==> config.mk <==
export PLATFORM = sky130hd
export DESIGN_NAME = lcd_driver_flat
export DESIGN_NICKNAME = d
export VERILOG_FILES = /design/src/rtl/lcd_pkg.sv /design/src/rtl/lcd_if.sv /design/src/rtl/lcd_timer.sv /design/src/rtl/lcd_driver.sv /design/src/flat_wrapper.sv
export SDC_FILE = /design/constraint.sdc
export NUM_CORES = 1
export LEC_CHECK = 0
export ABC_AREA = 1
export BUFFER_PORTS_ARGS = -buffer_cell sky130_fd_sc_hd__buf_2
export CAP_MARGIN = 30
export CORE_UTILIZATION = 30
export CTS_CLUSTER_DIAMETER = 40
export CTS_CLUSTER_SIZE = 20
export DETAILED_ROUTE_END_ITERATION = 10
export PLACE_DENSITY_LB_ADDON = 0.1
export REMOVE_ABC_BUFFERS = 1
export SKIP_LAST_GASP = 1
export SYNTH_ARGS = -nofsm -noshare
export SYNTH_HDL_FRONTEND = slang
export SYNTH_SLANG_ARGS = --single-unit
==> constraint.sdc <==
create_clock -name clk_i -period 2.21 [get_ports clk_i]
set_input_delay 0.3315 -clock clk_i [delete_from_list [all_inputs] [get_ports clk_i]]
set_output_delay 0.3315 -clock clk_i [all_outputs]
set_load 0.01 [all_outputs]
==> src/rtl/lcd_pkg.sv <==
// Shared types and constants for the HD44780-style LCD write driver.
package lcd_pkg;

  localparam int unsigned CNT_W    = 20;

  localparam int unsigned BIT_ON   = 31;
  localparam int unsigned BIT_REQ  = 10;
  localparam int unsigned BIT_RS   = 9;
  localparam int unsigned DATA_MSB = 7;
  localparam int unsigned DATA_LSB = 0;

  localparam logic [7:0] CMD_CLEAR = 8'h01;
  localparam logic [7:0] CMD_HOME  = 8'h02;

  typedef enum logic [2:0] {
    ST_POR,
    ST_IDLE,
    ST_SETUP,
    ST_ENH,
    ST_HOLD,
    ST_EXEC
  } lcd_state_e;

  // Clear and home are the only instructions needing the long execution wait.
  function automatic logic is_slow_cmd(input logic rs, input logic [7:0] data);
    return !rs && (data == CMD_CLEAR || data == CMD_HOME);
  endfunction

endpackage

==> src/rtl/lcd_if.sv <==
// LSU register word in, panel pins and status out.
interface lcd_if;
  import lcd_pkg::*;

  logic [31:0] lcd_word_i;
  logic        lcd_on_o;
  logic        lcd_rs_o;
  logic        lcd_rw_o;
  logic        lcd_en_o;
  logic [7:0]  lcd_data_o;
  logic        busy_o;
  logic        done_o;
  logic        overrun_o;

  modport master (
    output lcd_word_i,
    input  lcd_on_o, lcd_rs_o, lcd_rw_o, lcd_en_o, lcd_data_o,
    input  busy_o, done_o, overrun_o
  );

  modport slave (
    input  lcd_word_i,
    output lcd_on_o, lcd_rs_o, lcd_rw_o, lcd_en_o, lcd_data_o,
    output busy_o, done_o, overrun_o
  );
endinterface

==> src/rtl/lcd_timer.sv <==
// Loadable down-counter that parks at zero; zero_o marks the last cycle of a phase.
module lcd_timer
  import lcd_pkg::*;
(
  input  logic             clk_i,
  input  logic             load_i,
  input  logic [CNT_W-1:0] value_i,
  output logic             zero_o
);

  logic [CNT_W-1:0] cnt_q;

  always_ff @(posedge clk_i) begin
    if (load_i) begin
      cnt_q <= value_i;
    end else if (cnt_q != '0) begin
      cnt_q <= cnt_q - 1'b1;
    end
  end

  assign zero_o = (cnt_q == '0);

endmodule

==> src/rtl/lcd_driver.sv <==
// Write-only LCD sequencer: power-on wait, then setup / EN pulse / hold / execute
// per transfer, fed from a one-entry request buffer.
module lcd_driver
  import lcd_pkg::*;
#(
  parameter int unsigned POR_CYC   = 750000,
  parameter int unsigned SETUP_CYC = 4,
  parameter int unsigned EN_CYC    = 25,
  parameter int unsigned HOLD_CYC  = 4,
  parameter int unsigned EXEC_CYC  = 2000,
  parameter int unsigned SLOW_CYC  = 82000
) (
  input  logic clk_i,
  input  logic rst_i,
  lcd_if.slave bus
);

  localparam logic [CNT_W-1:0] POR_LD   = CNT_W'(POR_CYC - 1);
  localparam logic [CNT_W-1:0] SETUP_LD = CNT_W'(SETUP_CYC - 1);
  localparam logic [CNT_W-1:0] EN_LD    = CNT_W'(EN_CYC - 1);
  localparam logic [CNT_W-1:0] HOLD_LD  = CNT_W'(HOLD_CYC - 1);
  localparam logic [CNT_W-1:0] EXEC_LD  = CNT_W'(EXEC_CYC - 1);
  localparam logic [CNT_W-1:0] SLOW_LD  = CNT_W'(SLOW_CYC - 1);

  lcd_state_e       state_q, state_d;
  logic             req_q, req_det, take;
  logic             pend_full_q, pend_rs_q;
  logic [7:0]       pend_data_q;
  logic             rs_q, on_q, ovr_q;
  logic [7:0]       data_q;
  logic             fsm_load, tmr_load, tmr_zero;
  logic [CNT_W-1:0] fsm_val, tmr_val;
  logic             word_unused;

  assign word_unused = ^{bus.lcd_word_i[30:11], bus.lcd_word_i[8]};

  assign req_det = bus.lcd_word_i[BIT_REQ] & ~req_q;
  assign take    = (state_q == ST_IDLE) && pend_full_q;

  // A request arriving in the cycle the entry is taken refills the buffer cleanly.
  always_ff @(posedge clk_i) begin
    if (rst_i) begin
      req_q       <= 1'b0;
      on_q        <= 1'b0;
      ovr_q       <= 1'b0;
      pend_full_q <= 1'b0;
      pend_rs_q   <= 1'b0;
      pend_data_q <= '0;
    end else begin
      req_q <= bus.lcd_word_i[BIT_REQ];
      on_q  <= bus.lcd_word_i[BIT_ON];
      if (req_det && pend_full_q && !take) begin
        ovr_q <= 1'b1;
      end else if (req_det) begin
        pend_full_q <= 1'b1;
        pend_rs_q   <= bus.lcd_word_i[BIT_RS];
        pend_data_q <= bus.lcd_word_i[DATA_MSB:DATA_LSB];
      end else if (take) begin
        pend_full_q <= 1'b0;
      end
    end
  end

  always_ff @(posedge clk_i) begin
    if (rst_i) begin
      state_q <= ST_POR;
      rs_q    <= 1'b0;
      data_q  <= '0;
    end else begin
      state_q <= state_d;
      if (take) begin
        rs_q   <= pend_rs_q;
        data_q <= pend_data_q;
      end
    end
  end

  always_comb begin
    state_d  = state_q;
    fsm_load = 1'b0;
    fsm_val  = '0;
    case (state_q)
      ST_POR:   if (tmr_zero) state_d = ST_IDLE;
      ST_IDLE:  if (pend_full_q) begin
                  state_d  = ST_SETUP;
                  fsm_load = 1'b1;
                  fsm_val  = SETUP_LD;
                end
      ST_SETUP: if (tmr_zero) begin
                  state_d  = ST_ENH;
                  fsm_load = 1'b1;
                  fsm_val  = EN_LD;
                end
      ST_ENH:   if (tmr_zero) begin
                  state_d  = ST_HOLD;
                  fsm_load = 1'b1;
                  fsm_val  = HOLD_LD;
                end
      ST_HOLD:  if (tmr_zero) begin
                  state_d  = ST_EXEC;
                  fsm_load = 1'b1;
                  fsm_val  = is_slow_cmd(rs_q, data_q) ? SLOW_LD : EXEC_LD;
                end
      ST_EXEC:  if (tmr_zero) state_d = ST_IDLE;
      default:  state_d = ST_POR;
    endcase
  end

  // Reset reuses the load path so the POR wait restarts from a full count.
  assign tmr_load = rst_i | fsm_load;
  assign tmr_val  = rst_i ? POR_LD : fsm_val;

  lcd_timer u_timer (
    .clk_i   (clk_i),
    .load_i  (tmr_load),
    .value_i (tmr_val),
    .zero_o  (tmr_zero)
  );

  assign bus.lcd_on_o   = on_q;
  assign bus.lcd_rs_o   = rs_q;
  assign bus.lcd_rw_o   = 1'b0;
  assign bus.lcd_en_o   = (state_q == ST_ENH);
  assign bus.lcd_data_o = data_q;
  assign bus.busy_o     = (state_q != ST_IDLE) || pend_full_q;
  assign bus.done_o     = (state_q == ST_EXEC) && tmr_zero;
  assign bus.overrun_o  = ovr_q;

endmodule

==> src/flat_wrapper.sv <==
// flat-port wrapper written by rule: the top's interface ports become plain ports
module lcd_driver_flat import lcd_pkg::*;
#(
  parameter int unsigned POR_CYC   = 750000,
  parameter int unsigned SETUP_CYC = 4,
  parameter int unsigned EN_CYC    = 25,
  parameter int unsigned HOLD_CYC  = 4,
  parameter int unsigned EXEC_CYC  = 2000,
  parameter int unsigned SLOW_CYC  = 82000
)
  (clk_i, rst_i, bus_lcd_word_i, bus_lcd_on_o, bus_lcd_rs_o, bus_lcd_rw_o, bus_lcd_en_o, bus_lcd_data_o, bus_busy_o, bus_done_o, bus_overrun_o);
  lcd_if bus_i ();
  input  logic clk_i;
  input  logic rst_i;
  input wire logic [$bits(bus_i.lcd_word_i)-1:0] bus_lcd_word_i;
  output wire logic [$bits(bus_i.lcd_on_o)-1:0] bus_lcd_on_o;
  output wire logic [$bits(bus_i.lcd_rs_o)-1:0] bus_lcd_rs_o;
  output wire logic [$bits(bus_i.lcd_rw_o)-1:0] bus_lcd_rw_o;
  output wire logic [$bits(bus_i.lcd_en_o)-1:0] bus_lcd_en_o;
  output wire logic [$bits(bus_i.lcd_data_o)-1:0] bus_lcd_data_o;
  output wire logic [$bits(bus_i.busy_o)-1:0] bus_busy_o;
  output wire logic [$bits(bus_i.done_o)-1:0] bus_done_o;
  output wire logic [$bits(bus_i.overrun_o)-1:0] bus_overrun_o;
  assign bus_i.lcd_word_i = bus_lcd_word_i;
  assign bus_lcd_on_o = bus_i.lcd_on_o;
  assign bus_lcd_rs_o = bus_i.lcd_rs_o;
  assign bus_lcd_rw_o = bus_i.lcd_rw_o;
  assign bus_lcd_en_o = bus_i.lcd_en_o;
  assign bus_lcd_data_o = bus_i.lcd_data_o;
  assign bus_busy_o = bus_i.busy_o;
  assign bus_done_o = bus_i.done_o;
  assign bus_overrun_o = bus_i.overrun_o;
  lcd_driver #(.POR_CYC(POR_CYC), .SETUP_CYC(SETUP_CYC), .EN_CYC(EN_CYC), .HOLD_CYC(HOLD_CYC), .EXEC_CYC(EXEC_CYC), .SLOW_CYC(SLOW_CYC)) u_core (.clk_i(clk_i), .rst_i(rst_i), .bus(bus_i));
endmodule
==> results of run 1 <==
==> metal layers <==
metal	track usage, %	vias up	share of wire, %
li1	-	1161	-
met1	19.5	948	50
met2	23.1	38	46
met3	2.82	5	2.9
met4	5.00	0	1.0
met5	0	-	0
==> cells by family (layout without fill, tap and decap cells) <==
kind of cell,Yosys count,after routing,synth area share (%)
xor gates and xnor gates,9,9,3.08
other,1,1,0.147
AOI/OAI and AO/OA,41,41,9.24
adders and majority gates,2,2,0.978
DFF,45,45,43.0
buffers and inverters,38,74,6.75
and+or+nand+nor,199,199,36.8
==> Yosys cell counts, types with 2 or more instances <==
cell type   n
xnor2_1     4
nand3b_1    2
nand3_2     2
inv_2       4
dfxtp_1    25
nand2_1    71
nor2_2      7
edfxtp_1   20
nand4_1    12
o21ai_2     4
a21oi_2     3
nor2_4      5
nand3_1    14
xor2_1      5
o21ai_0    19
a21oi_1     8
buf_2       3
o21ai_1     5
nand2_2     7
buf_6       3
nor3_1      6
nor2_1     68
ha_1        2
inv_1      24
==> state kept, by name, indices dropped and copies added (netlist names) <==
name	flops
u_core.bus.overrun_o	1
u_core.state_q	3
u_core.pend_data_q	8
u_core.pend_full_q	1
u_core.req_q	1
u_core.bus.lcd_data_o	8
u_core.u_timer.cnt_q	20
u_core.pend_rs_q	1
u_core.bus.lcd_on_o	1
u_core.bus.lcd_rs_o	1
==> worst max-delay path by stage <==
stage | to | slack, ns
global placement | u_core.u_timer.cnt_q[9] | 0.29
floorplan | u_core.u_timer.cnt_q[0] | 0.14
global route | bus_done_o | -0.004
CTS | bus_done_o | 0.03
detailed placement | u_core.u_timer.cnt_q[9] | 0.27
finish | bus_done_o | 0.15
==> stage by stage <==
step | setup slack [ns] | power [mW] | hold slack, ns
after floorplan | 0.143 | 1.02 | 0.401
after global placement | 0.293 | 1.06 | 0.454
after detailed placement | 0.266 | 1.06 | 0.454
after CTS | 0.0254 | 1.75 | 0.203
after global routing | -0.00447 | 1.80 | 0.207
final | 0.150 | 1.72 | 0.215
==> report_power, final <==
part           switching, mW  leakage (nW)  total, mW  internal (mW)
Combinational         0.0766         0.790      0.128         0.0509
Clock                  0.333        0.0591      0.678          0.346
Sequential            0.0226         0.409      0.918          0.895
Total                  0.432          1.26       1.72           1.29
==> tightest hold or removal path, cell delays in order <==
cell    delay, ns
buf_2        0.09
inv_1        0.04
nor2_1       0.03
==> repair_timing <==
item | 4_1_cts | 5_1_grt
resized for setup | 0 | 3
setup endpoints to repair | 1 | 1
setup buffers | 1 | 3
cloned | 0 | 0
==> cell type report <==
cell class	count	area share, %
inverters	29	3.67
clock buffers	5	2.32
flip-flops and latches	45	37.2
well taps	105	4.43
clock inverters	3	1.60
multi-input cells	252	43.6
repair buffers	37	7.18
==> impl_metrics.env, run 1 <==
export IMPL_final_cell_mix="71 x nand2_1, 68 x nor2_1, 26 x buf_2, 25 x dfxtp_1, 23 x inv_1"
export IMPL_critPathRequiredTime_ns=1.88
export IMPL_place_area_um2=2810
export IMPL_clock_skew_ns=0.00725
export IMPL_max_freq_ghz=0.485
export IMPL_die_area_um2=8900
export IMPL_initial_core_util_pct=31.1
export IMPL_coreArea_um2=8220
export IMPL_min_path_type="in -> reg"
export IMPL_path_class="reg -> out"
export IMPL_groute_usage_overall_pct=14.5
export IMPL_finalSetupViolations=0
export IMPL_nNetsFinal=406
export IMPL_routed_wl_mm=5.83
export IMPL_crit_chain="inv_2 -> ha_2 -> inv_1 -> nor2_1 -> nand2_1 -> nor2_1 -> nand3_2 -> nor3_2 -> buf_2"
export IMPL_antennaDiodeCount=0
export IMPL_synth_area_top_cells="edfxtp_1 23%, dfxtp_1 20%, nand2_1 10%"
export IMPL_synth_edf_count=20
export IMPL_mostFrequentLayoutCell="nand2_1"
export IMPL_drt_iter0_drc=112
export IMPL_cp_end_kind="output port"
export IMPL_die_h_um=94.4
export IMPL_drv_slew=0
export IMPL_cts_buffers=5
export IMPL_first_pass_iters=4
export IMPL_cp_num_buf_inv=3
export IMPL_timing_final_crit_period_ns=2.06
export IMPL_netlist_area_um2=2560
export IMPL_synth_seq_cells=45
export IMPL_hpwl_mm=4.41
export IMPL_vias=2152
export IMPL_io_pins=49
export IMPL_drive_gt1_share_pct=22.4
export IMPL_portBuffers=26
export IMPL_worstReg2RegEnd="u_core.u_timer.cnt_q[9]"
export IMPL_final_cells=476
export IMPL_cts_sinks=45
export IMPL_avgRoutedWirePerCell_um=12.2
export IMPL_antenna_found_initial=0
export IMPL_cts_hold_buf=0
export IMPL_hold_depth=3
export IMPL_grt_overflow_total=0
export IMPL_num_rows=33
export IMPL_synth_main_ff_cell="dfxtp_1"
export IMPL_p_per_area_nw_per_um2=582
export IMPL_path_max_fanout=5
export IMPL_drt_drc_violations_left=0
export IMPL_p_leak_nw=1.26
export IMPL_insertion_delay_ns=0.31
export IMPL_maxCapViolations=0
export IMPL_root_buffer="clkbuf_8"
export IMPL_yosysSeqAreaShare_pct=43.0
export IMPL_die_w_um=94.4
export IMPL_min_to="u_core.bus.lcd_on_o"
export IMPL_grt_max_degree=23
export IMPL_gp_congestion=0.794
export IMPL_detail_route_vias_per_cell=4.52
export IMPL_rr_worst_depth=7
export IMPL_grt_pass1_wl_mm=9.89
export IMPL_htreeDepth=2
export IMPL_crit_slowest_cell="edfxtp_1"
export IMPL_status="finished clean"
export IMPL_ant_nets=0
export IMPL_final_cell_area_um2=2960
export IMPL_peakVddDrop_mv=0.214
export IMPL_synth_top_cell_area_share_pct=23.5
export IMPL_async_reset_ff_share_pct=0
export IMPL_critPathMaxStageDelay_ns=0.43
export IMPL_num_fill_cells=877
export IMPL_path_clk_slew_ns=0.10
export IMPL_cts_tree="built"
export IMPL_crit_top_cell="nor2_1"
export IMPL_tns_ns=0
export IMPL_cp_arrival_ns=1.73
export IMPL_rrSetupSlack_ns=0.33
export IMPL_dp_cells=464
export IMPL_multiInputGateArea_um2=1290
export IMPL_worstSetupStartpointType="flip-flop"
export IMPL_yosysUniqueCellTypes=36
export IMPL_seq_area_um2=1100
export IMPL_syn_to_final_growth_pct=15.8
export IMPL_synth_top_area_cell="edfxtp_1"
export IMPL_final_util_pct=36.1
export IMPL_cpLargestDelayFamily="simple AND/OR/NAND/NOR gates"
export IMPL_cp_depth=9
export IMPL_r2r_start="u_core.u_timer.cnt_q[8]"
export IMPL_clk_path_buf_depth=2
export IMPL_yosys_warnings=0
export IMPL_worstHoldStart="bus_lcd_word_i[31]"
export IMPL_hold_viol_final=0
export IMPL_min_period_over_period_pct=93.2
export IMPL_synth_avg_cell_area_um2=7.64
export IMPL_grt_pass1_vias=1989
export IMPL_synth_cells=335
export IMPL_crit_start="u_core.u_timer.cnt_q[0]"
Power figures use the tool's default switching activity.
==> inputs of run 2 (changes only) <==
--- a/config.mk
+++ b/config.mk
@@ -6,7 +6,7 @@
 export NUM_CORES = 1
 export LEC_CHECK = 0
 export ABC_AREA = 1
-export BUFFER_PORTS_ARGS = -buffer_cell sky130_fd_sc_hd__buf_2
+export BUFFER_PORTS_ARGS = -buffer_cell sky130_fd_sc_hd__clkbuf_2
 export CAP_MARGIN = 30
 export CORE_UTILIZATION = 30
 export CTS_CLUSTER_DIAMETER = 40
==> run 2 against run 1 <==
Compared with the run above:
- critical path type unchanged
- sequential cell count is the same
- clock power grew 1%
- highest routed layer unchanged
- critical endpoint unchanged
- sequential share of layout area grew 0.063 points
- register-to-register slack lost 0.10 ns
- die area is the same
- routed wire length grew 2.4%
==> impl_metrics.env, run 2 (synthesis gave the netlist of run 1 again) <==
export IMPL_portBuffers=26
export IMPL_timing_final_crit_period_ns=2.05
export IMPL_critPathRequiredTime_ns=1.88
export IMPL_cp_arrival_ns=1.72
export IMPL_top_layer_used="met4"
export IMPL_hpwl_mm=4.44
export IMPL_crit_top_cell="nor2_1"
export IMPL_p_leak_nw=1.24
export IMPL_wl_met3_um=182
export IMPL_num_fill_cells=888
export IMPL_first_pass_iters=4
export IMPL_worstSetupStartpointType="flip-flop"
export IMPL_cts_sinks=45
export IMPL_path_max_fanout=3
export IMPL_dp_cells=464
export IMPL_hold_viol_final=0
export IMPL_min_period_over_period_pct=92.7
export IMPL_maxCapViolations=0
export IMPL_cp_num_buf_inv=3
export IMPL_clk_path_buf_depth=2
export IMPL_drv_slew=0
export IMPL_grt_max_degree=23
export IMPL_final_util_pct=36.0
export IMPL_avgRoutedWirePerCell_um=12.6
export IMPL_critPathMaxStageDelay_ns=0.44
export IMPL_ant_nets=0
export IMPL_min_path_type="in -> reg"
export IMPL_antenna_found_initial=0
export IMPL_clockPowerShare_pct=39.6
export IMPL_tns_ns=0
export IMPL_crit_chain="inv_2 -> ha_4 -> inv_1 -> nor2_1 -> nand2_1 -> nor2_1 -> nand3_2 -> nor3_2 -> buf_2"
export IMPL_max_freq_ghz=0.488
export IMPL_met1_length_mm=2.97
export IMPL_path_clk_slew_ns=0.10
export IMPL_die_area_um2=8900
export IMPL_multiInputGateArea_um2=1300
export IMPL_io_pins=49
export IMPL_die_h_um=94.4
export IMPL_gp_congestion=0.787
export IMPL_num_rows=33
export IMPL_coreArea_um2=8220
export IMPL_nNetsFinal=404
export IMPL_mostFrequentLayoutCell="nand2_1"
export IMPL_p_seq_share_pct=53.1
export IMPL_detail_route_vias_per_cell=4.50
export IMPL_cp_end_kind="output port"
export IMPL_power_share_combinational_pct=7.4
export IMPL_largest_register_ffs=20
export IMPL_syn_to_final_growth_pct=15.6
export IMPL_peakVddDrop_mv=0.233
export IMPL_cts_buffers=5
export IMPL_grt_pass1_wl_mm=10.2
export IMPL_antennaDiodeCount=0
export IMPL_drt_iter0_drc=93
export IMPL_rsz0062_at_grt="false"
export IMPL_status="finished clean"
export IMPL_regMostFlops="u_core.u_timer.cnt_q"
export IMPL_switching_share_pct=25.4
export IMPL_final_cell_mix="71 x nand2_1, 68 x nor2_1, 25 x clkbuf_2, 25 x dfxtp_1, 23 x inv_1"
export IMPL_crit_slowest_cell="edfxtp_1"
export IMPL_cts_tree="built"
export IMPL_power_switching_mw=0.441
export IMPL_drt_drc_violations_left=0
export IMPL_met2_wirelength_mm=2.73
export IMPL_internal_power_mw=1.29
export IMPL_clock_skew_ns=0.00567
export IMPL_die_w_um=94.4
export IMPL_path_class="reg -> out"
export IMPL_routed_wl_mm=5.96
export IMPL_p_per_area_nw_per_um2=586
export IMPL_grt_pass1_vias=2053
export IMPL_cpLargestDelayFamily="simple AND/OR/NAND/NOR gates"
export IMPL_root_buffer="clkbuf_8"
export IMPL_htreeDepth=2
export IMPL_finalSetupViolations=0
export IMPL_grt_overflow_total=0
export IMPL_groute_usage_overall_pct=15.0
export IMPL_drive_gt1_share_pct=22.0
export IMPL_final_cells=474
export IMPL_vias=2131
export IMPL_insertion_delay_ns=0.31
export IMPL_initial_core_util_pct=31.1
export IMPL_seq_area_um2=1100
## run 2: cell types whose count changed in the layout (fill, tap and decap cells not counted), sizes merged
| cell | change |
|---|---|
| buf | -27 |
| clkbuf | +25 |
## run 2: final cells by class
type,instances,area share [%]
multi-input cells,252,44.0
flip-flops and latches,45,37.2
repair buffers,35,6.68
well taps,105,4.44
inverters,29,3.68
clock buffers,5,2.33
clock inverters,3,1.61
## run 2: worst paths after layout
check | start | end | slack, ns | cells after the start
min reg2reg | u_core.bus.overrun_o | u_core.bus.overrun_o | 0.48 | 1
max reg2reg | u_core.u_timer.cnt_q[0] | u_core.u_timer.cnt_q[3] | 0.23 | 10
min | bus_lcd_word_i[31] | u_core.bus.lcd_on_o | 0.20 | 3
max | u_core.u_timer.cnt_q[0] | bus_done_o | 0.16 | 9
## run 2: power by group through the flow
stage	registers (mW)	logic, mW	clock network [mW]
floorplan	0.933	0.0836	0
global placement	0.937	0.124	0
detailed placement	0.938	0.125	0
CTS	0.919	0.125	0.709
global route	0.924	0.149	0.735
finish	0.919	0.128	0.685
## run 2: stage by stage
step	setup WS, ns	hold WS, ns	power, mW	area [um2]
floorplan	0.143	0.401	1.02	2490
global placement	0.303	0.456	1.06	2810
detailed placement	0.264	0.457	1.06	2810
CTS	0.0525	0.185	1.75	2930
global route	0.00405	0.187	1.81	2960
finish	0.162	0.196	1.73	2960
## run 2: per-layer routing
layer | vias up | GRT usage [%]
met1 | 937 | 20.2
met3 | 7 | 3.14
met4 | 0 | 5.00
li1 | 1153 | -
met2 | 34 | 23.7
met5 | - | 0
## run 2: worst reg2reg max path, stage by stage, from the launching register on
cell and delay [ns]:
edfxtp_1 0.44, inv_2 0.11, ha_4 0.14, inv_1 0.03, nor2_1 0.08, nand2_1 0.05, nor2_1 0.11, nand3_2 0.12
buf_4 0.19, or2_1 0.24, buf_4 0.21
## run 2: timing repair
action | 4_1_cts | 5_1_grt
resized for setup | 0 | 5
hold buffers | 0 | 0
pin swaps | 0 | 1
setup buffers | 1 | 1
endpoints found under the setup margin | 1 | 1
